===== config.mk =====
export PLATFORM = sky130hd
export DESIGN_NAME = tdm_demux4_flat
export DESIGN_NICKNAME = d
export VERILOG_FILES = /design/src/rtl/tdm_demux4_if.sv /design/src/rtl/tdm_demux4.sv /design/src/flat_wrapper.sv
export SDC_FILE = /design/constraint.sdc
export NUM_CORES = 1
export LEC_CHECK = 0
export ABC_AREA = 1
export CORE_MARGIN = 2
export CORE_UTILIZATION = 45
export DETAILED_ROUTE_END_ITERATION = 10
export PLACE_DENSITY_LB_ADDON = 0.3
export SLEW_MARGIN = 40
export SYNTH_ARGS = -nofsm -noshare
export SYNTH_HDL_FRONTEND = slang
export SYNTH_SLANG_ARGS = --single-unit

===== constraint.sdc =====
create_clock -name clk -period 1.2 [get_ports clk]
set_input_delay 0.18 -clock clk [delete_from_list [all_inputs] [get_ports clk]]
set_output_delay 0.18 -clock clk [all_outputs]
set_load 0.01 [all_outputs]

===== src/rtl/tdm_demux4_if.sv =====
// Bus bundle between a TDM sender and the tdm_demux4 receiver.
// The sender (master) drives the sample stream; the receiver (slave)
// returns the reconstructed 4-lane word, the slot index and error status.
interface tdm_demux4_if #(
    parameter int W = 1
);
    logic [W-1:0]   din;
    logic           din_valid;
    logic           frame_start;
    logic [4*W-1:0] b;
    logic [1:0]     s;
    logic           word_valid;
    logic           sync_err;
    logic [7:0]     err_cnt;

    modport master (
        output din,
        output din_valid,
        output frame_start,
        input  b,
        input  s,
        input  word_valid,
        input  sync_err,
        input  err_cnt
    );

    modport slave (
        input  din,
        input  din_valid,
        input  frame_start,
        output b,
        output s,
        output word_valid,
        output sync_err,
        output err_cnt
    );
endinterface


===== src/rtl/tdm_demux4.sv =====
// tdm_demux4: receive side of a 4-slot TDM link.
// Samples are gathered slot by slot into a shadow register. The whole
// word is published on b in one step when slot 3 arrives, so a
// downstream consumer never sees a partially filled frame.
module tdm_demux4 #(
    parameter int W = 1
) (
    input  logic          clk,
    input  logic          rst_n,
    tdm_demux4_if.slave   bus
);

    typedef enum logic {
        HUNT    = 1'b0,
        COLLECT = 1'b1
    } state_t;

    state_t         state_q, state_d;
    logic [1:0]     s_q, s_d;
    logic [4*W-1:0] b_q, b_d;
    logic           word_valid_q, word_valid_d;
    logic           sync_err_q, sync_err_d;
    logic [7:0]     err_cnt_q, err_cnt_d;

    // Only lanes 0..2 need shadowing: lane 3 goes straight from din into b.
    logic [W-1:0]   shadow_q [3];
    logic [W-1:0]   shadow_d [3];

    // restart: current sample opens a new frame as lane 0 (clears lanes 1..2).
    // store:   current sample fills lane s_q (s_q is 1 or 2 here, or 0 unmarked).
    logic           restart;
    logic           store;

    // Next-state and control decode for the alignment FSM.
    always_comb begin
        state_d      = state_q;
        s_d          = s_q;
        b_d          = b_q;
        word_valid_d = 1'b0;
        sync_err_d   = 1'b0;
        err_cnt_d    = err_cnt_q;
        restart      = 1'b0;
        store        = 1'b0;

        if (bus.din_valid) begin
            case (state_q)
                HUNT: begin
                    // Unmarked samples are dropped until a frame marker shows up.
                    if (bus.frame_start) begin
                        restart = 1'b1;
                        state_d = COLLECT;
                        s_d     = 2'd1;
                    end
                end
                COLLECT: begin
                    if (bus.frame_start && (s_q != 2'd0)) begin
                        // Marker in the middle of a frame: drop the partial
                        // frame and realign on this sample.
                        restart    = 1'b1;
                        s_d        = 2'd1;
                        sync_err_d = 1'b1;
                        if (err_cnt_q != 8'hFF) begin
                            err_cnt_d = err_cnt_q + 8'd1;
                        end
                    end else if (s_q == 2'd3) begin
                        // Frame complete: publish all four lanes at once.
                        b_d          = {shadow_q[0], shadow_q[1], shadow_q[2], bus.din};
                        word_valid_d = 1'b1;
                        s_d          = 2'd0;
                    end else begin
                        // Slot 0 is accepted with or without a marker.
                        store = 1'b1;
                        s_d   = s_q + 2'd1;
                    end
                end
                default: begin
                    state_d = HUNT;
                end
            endcase
        end
    end

    // Per-lane shadow next value: lane 0 takes the sample on a restart,
    // the other lanes are cleared; otherwise only the addressed lane loads.
    generate
        for (genvar gi = 0; gi < 3; gi++) begin : gen_lane
            localparam logic [1:0] LANE = 2'(gi);
            if (gi == 0) begin : gen_first
                assign shadow_d[gi] = (restart || (store && (s_q == LANE)))
                                      ? bus.din : shadow_q[gi];
            end else begin : gen_rest
                assign shadow_d[gi] = restart                    ? '0 :
                                      (store && (s_q == LANE))   ? bus.din :
                                                                   shadow_q[gi];
            end
        end
    endgenerate

    // State, output and shadow registers; reset wins over any input event.
    always_ff @(posedge clk) begin
        if (!rst_n) begin
            state_q      <= HUNT;
            s_q          <= 2'd0;
            b_q          <= '0;
            word_valid_q <= 1'b0;
            sync_err_q   <= 1'b0;
            err_cnt_q    <= 8'd0;
            for (int i = 0; i < 3; i++) begin
                shadow_q[i] <= '0;
            end
        end else begin
            state_q      <= state_d;
            s_q          <= s_d;
            b_q          <= b_d;
            word_valid_q <= word_valid_d;
            sync_err_q   <= sync_err_d;
            err_cnt_q    <= err_cnt_d;
            shadow_q     <= shadow_d;
        end
    end

    assign bus.b          = b_q;
    assign bus.s          = s_q;
    assign bus.word_valid = word_valid_q;
    assign bus.sync_err   = sync_err_q;
    assign bus.err_cnt    = err_cnt_q;

endmodule


===== src/flat_wrapper.sv =====
// flat-port wrapper written by rule: the top's interface ports become plain ports
module tdm_demux4_flat 
#(
    parameter int W = 1
)
  (clk, rst_n, bus_din, bus_din_valid, bus_frame_start, bus_b, bus_s, bus_word_valid, bus_sync_err, bus_err_cnt);
  tdm_demux4_if #(.W(W)) bus_i ();
  input  logic clk;
  input  logic rst_n;
  input wire logic [$bits(bus_i.din)-1:0] bus_din;
  input wire logic [$bits(bus_i.din_valid)-1:0] bus_din_valid;
  input wire logic [$bits(bus_i.frame_start)-1:0] bus_frame_start;
  output wire logic [$bits(bus_i.b)-1:0] bus_b;
  output wire logic [$bits(bus_i.s)-1:0] bus_s;
  output wire logic [$bits(bus_i.word_valid)-1:0] bus_word_valid;
  output wire logic [$bits(bus_i.sync_err)-1:0] bus_sync_err;
  output wire logic [$bits(bus_i.err_cnt)-1:0] bus_err_cnt;
  assign bus_i.din = bus_din;
  assign bus_i.din_valid = bus_din_valid;
  assign bus_i.frame_start = bus_frame_start;
  assign bus_b = bus_i.b;
  assign bus_s = bus_i.s;
  assign bus_word_valid = bus_i.word_valid;
  assign bus_sync_err = bus_i.sync_err;
  assign bus_err_cnt = bus_i.err_cnt;
  tdm_demux4 #(.W(W)) u_core (.clk(clk), .rst_n(rst_n), .bus(bus_i));
endmodule

==> metrics.yaml <==
status:
  status: "finished with violations"
  violations: "setup timing"
synthesis:
  yosysSeqAreaShare: 0.385
  synth_top_cell_by_area: "dfxtp_1"
  yosys_warnings: 0
  synth-compound-area-share: 0.108
  synthMuxAreaShare: 0
  yosys_register_bits: 20
  synth.top_cells.by_area: "dfxtp_1 39%, nand2_1 12%, nand3_1 7.2%, a21oi_1 6.7%, ha_1 6.0%"
  syn_avg_cell_area_sq_um: 7.37
  synthMostInstantiatedCell: "nand2_1"
  synth_top_area_share: 0.385
  async_flop_share: 0
  synth_top_family_by_area: "simple AND/OR/NAND/NOR gates"
  synthAdderAreaFrac: 0.0602
  synth_edf_count: 0
  synth_cell_types: 25
  syn-num-nets: 151
  ys.flop_type: "dfxtp_1"
  netlist_area_sq_mm: 0.00104
  synth_xor_area_frac: 0.00842
  synth-simple-area-share: 0.347
  synth_cells: 141
  synth_common_cells: "33 x nand2_1, 20 x dfxtp_1, 16 x inv_1"
power_and_ir_drop:
  p_leak_uw: 0.000697
  power_density_mw_per_mm2: 936
  power_uw: 1420
  vdd_drop_max_mv: 0.671
layout:
  antennaDiodeCount: 0
  final-seq-area_sq_um: 423
  areaGrowthSynthToFinish_pct: 46.1
  fillers: 175
  drive_gt1_frac: 0.367
  final_cells: 208
  multiInputGateArea_sq_um: 622
  fin_nets: 191
timing:
  rsz0062_at_grt: "yes"
  whs_ps: 471
  setup_tns_ps: -1060
  fin_ws_ps: -107
  max_freq_ghz: 0.765
  fin_crit_sh: 1.09
  finalSetupViolCount: 17
  hold_viol: 0
  slew_headroom: 0.726
  worst_pin_slew_ps: 410
  drv_slew: 0
  clock_skew_ps: 4.87
  min_period_ps: 1310
critical_path:
  slowest_stage: "dfxtp_4"
  critical_path.max_stage_delay_ps: 390
  rrSetupSlack_ps: -110
  worstPathArrival_ps: 1530
  path_max_fanout: 5
  cp_cell_sequence: "inv_4, ha_4, inv_6, nand3_4, nor2_4, nand4_1, nor2_1, nor2_1"
  worstReg2RegStart: "u_core.bus.s[1]$_SDFFE_PN0P_"
  crit_top_cell: "nor2_1"
  critical_path_class: "flop to flop"
  regToRegEndpoint: "u_core.bus.err_cnt[7]$_SDFFE_PN0P_"
  required_ps: 1420
  crit_path_end_kind: "flop"
  start_kind: "flop"
  r2r_cells: 8
route:
  drtIter0Drc: 23
  drc: 0
  ant_nets: 0
  post_drt_via_cell_ratio: 4.91
  wl_per_cell_um: 11.3
  drtPass1Iterations: 4
  route.vias.total: 1022
  drt_wl_total_um: 2360
worst_hold_path:
  hp-start: "u_core.bus.b[1]$_SDFFE_PN0P_"
  holdPathEnd: "u_core.bus.b[1]$_SDFFE_PN0P_"
  hold_path.class: "flop to flop"
  min_path_cells: 2
placed_design:
  port_buffers: 20
  gp_congestion: 0.806
  dp_hpwl_um: 1730
  placed_cells: 202
floorplanning:
  io_pins: 21
  die_h_um: 52.1
  die_w_um: 52.1
  rows: 17
  start_util: 0.475
  dieArea_sq_mm: 0.00271
  core_area_sq_mm: 0.00219
cts:
  insertion_delay_ps: 310
  cts_num_sinks: 20
  cts_buffer_depth: 2
  cts-root-buf: "clkbuf_4"
  path_clk_slew_ps: 120
  cts_tree: "yes"
  numCtsBuffers: 3
  h-tree-depth: 1
grt:
  grt_start_max_net_pins: 13
  grt_pass1_wl_um: 3790
  antenna_found_initial: 0
  grt_pass1_vias: 893
  overflow: 0
  grtUsageTotal: 0.191
job:
  max-cap-violations: 0
layout make-up:
class                      count  share of cell area
multi-input combinational     99               0.409
sequential                    20               0.278
timing repair buffer          39               0.205
inverter                      18              0.0494
tap                           28              0.0231
clock inverter                 1              0.0198
clock buffer                   3              0.0148
layer usage:
| layer | wire (um) | track usage | up-vias |
|---|---|---|---|
| li1 | - | - | 528 |
| met1 | 1040 | 0.228 | 463 |
| met2 | 1140 | 0.325 | 22 |
| met3 | 98 | 0.0460 | 9 |
| met4 | 78 | 0.0789 | 0 |
| met5 | 0 | 0 | - |
critical path: cells and delay by family (launching register included):
kind / cells / cell delay [ps]
buf+inv: 2 / 110
simple gates: 5 / 540
flops: 1 / 390
fa+ha+maj: 1 / 170
through the flow:
stage | worst slack, ps | area [sq um] | util
finish | -107 | 1520 | 0.693
global route | -207 | 1520 | 0.693
CTS | -113 | 1480 | 0.677
detailed placement | -318 | 1430 | 0.652
global placement | -315 | 1430 | 0.652
floorplan | -38.0 | 1090 | -
registers in the layout (all words and copies together) (netlist names):
register,cells
u_core.bus.err_cnt,8
u_core.bus.b,4
u_core.shadow_q,3
u_core.bus.s,2
u_core.bus.sync_err,1
u_core.bus.word_valid,1
u_core.state_q,1
timing repair:
action / 4_1_cts / 5_1_grt
hold buffers: 0 / 0
gates cloned: 0 / 0
resized for setup: 41 / 8
setup endpoints to repair: 33 / 19
pin swaps: 9 / 3
buffers inserted: 1 / 1
report_power, final:
part / switching (uW) / leakage [uW] / internal [uW]
Combinational: 100 / 0.000502 / 86.5
Clock: 220 / 0.0000279 / 338
Sequential: 10.2 / 0.000167 / 667
worst max path at each step:
stage                                            start                                  to  slack (ps)  cells past startpoint
after floorplan           u_core.bus.s[0]$_SDFFE_PN0P_  u_core.bus.err_cnt[7]$_SDFFE_PN0P_         -40                      8
after global placement                 bus_frame_start  u_core.bus.err_cnt[7]$_SDFFE_PN0P_        -310                      6
after detailed placement               bus_frame_start  u_core.bus.err_cnt[7]$_SDFFE_PN0P_        -320                      6
after CTS                 u_core.bus.s[1]$_SDFFE_PN0P_  u_core.bus.err_cnt[7]$_SDFFE_PN0P_        -110                      9
after global routing      u_core.bus.s[1]$_SDFFE_PN0P_  u_core.bus.err_cnt[7]$_SDFFE_PN0P_        -210                      9
final                     u_core.bus.s[1]$_SDFFE_PN0P_  u_core.bus.err_cnt[7]$_SDFFE_PN0P_        -110                      8
cell usage in the layout, fill, tap and decap left out, drive strengths merged, types with 2 or more instances in the layout:
master	instances
inv	18
nand3	16
a21oi	15
nand3b	2
nor3	4
o21ai	3
nor2	14
clkdlybuf4s50	4
dlygate4sd2	12
clkbuf	3
dfxtp	20
nand2	37
buf	23
ha	5
cell families (layout without fill, tap and decap cells):
kind of cell / count (synthesis) / after routing
AND/OR/NAND/NOR: 74 / 74
buffers and inverters: 22 / 61
flip-flops: 20 / 20
AO/OA/AOI/OAI: 19 / 19
adder cells (fa/ha/maj): 5 / 5
XOR/XNOR: 1 / 1
Power figures use the tool's default switching activity.
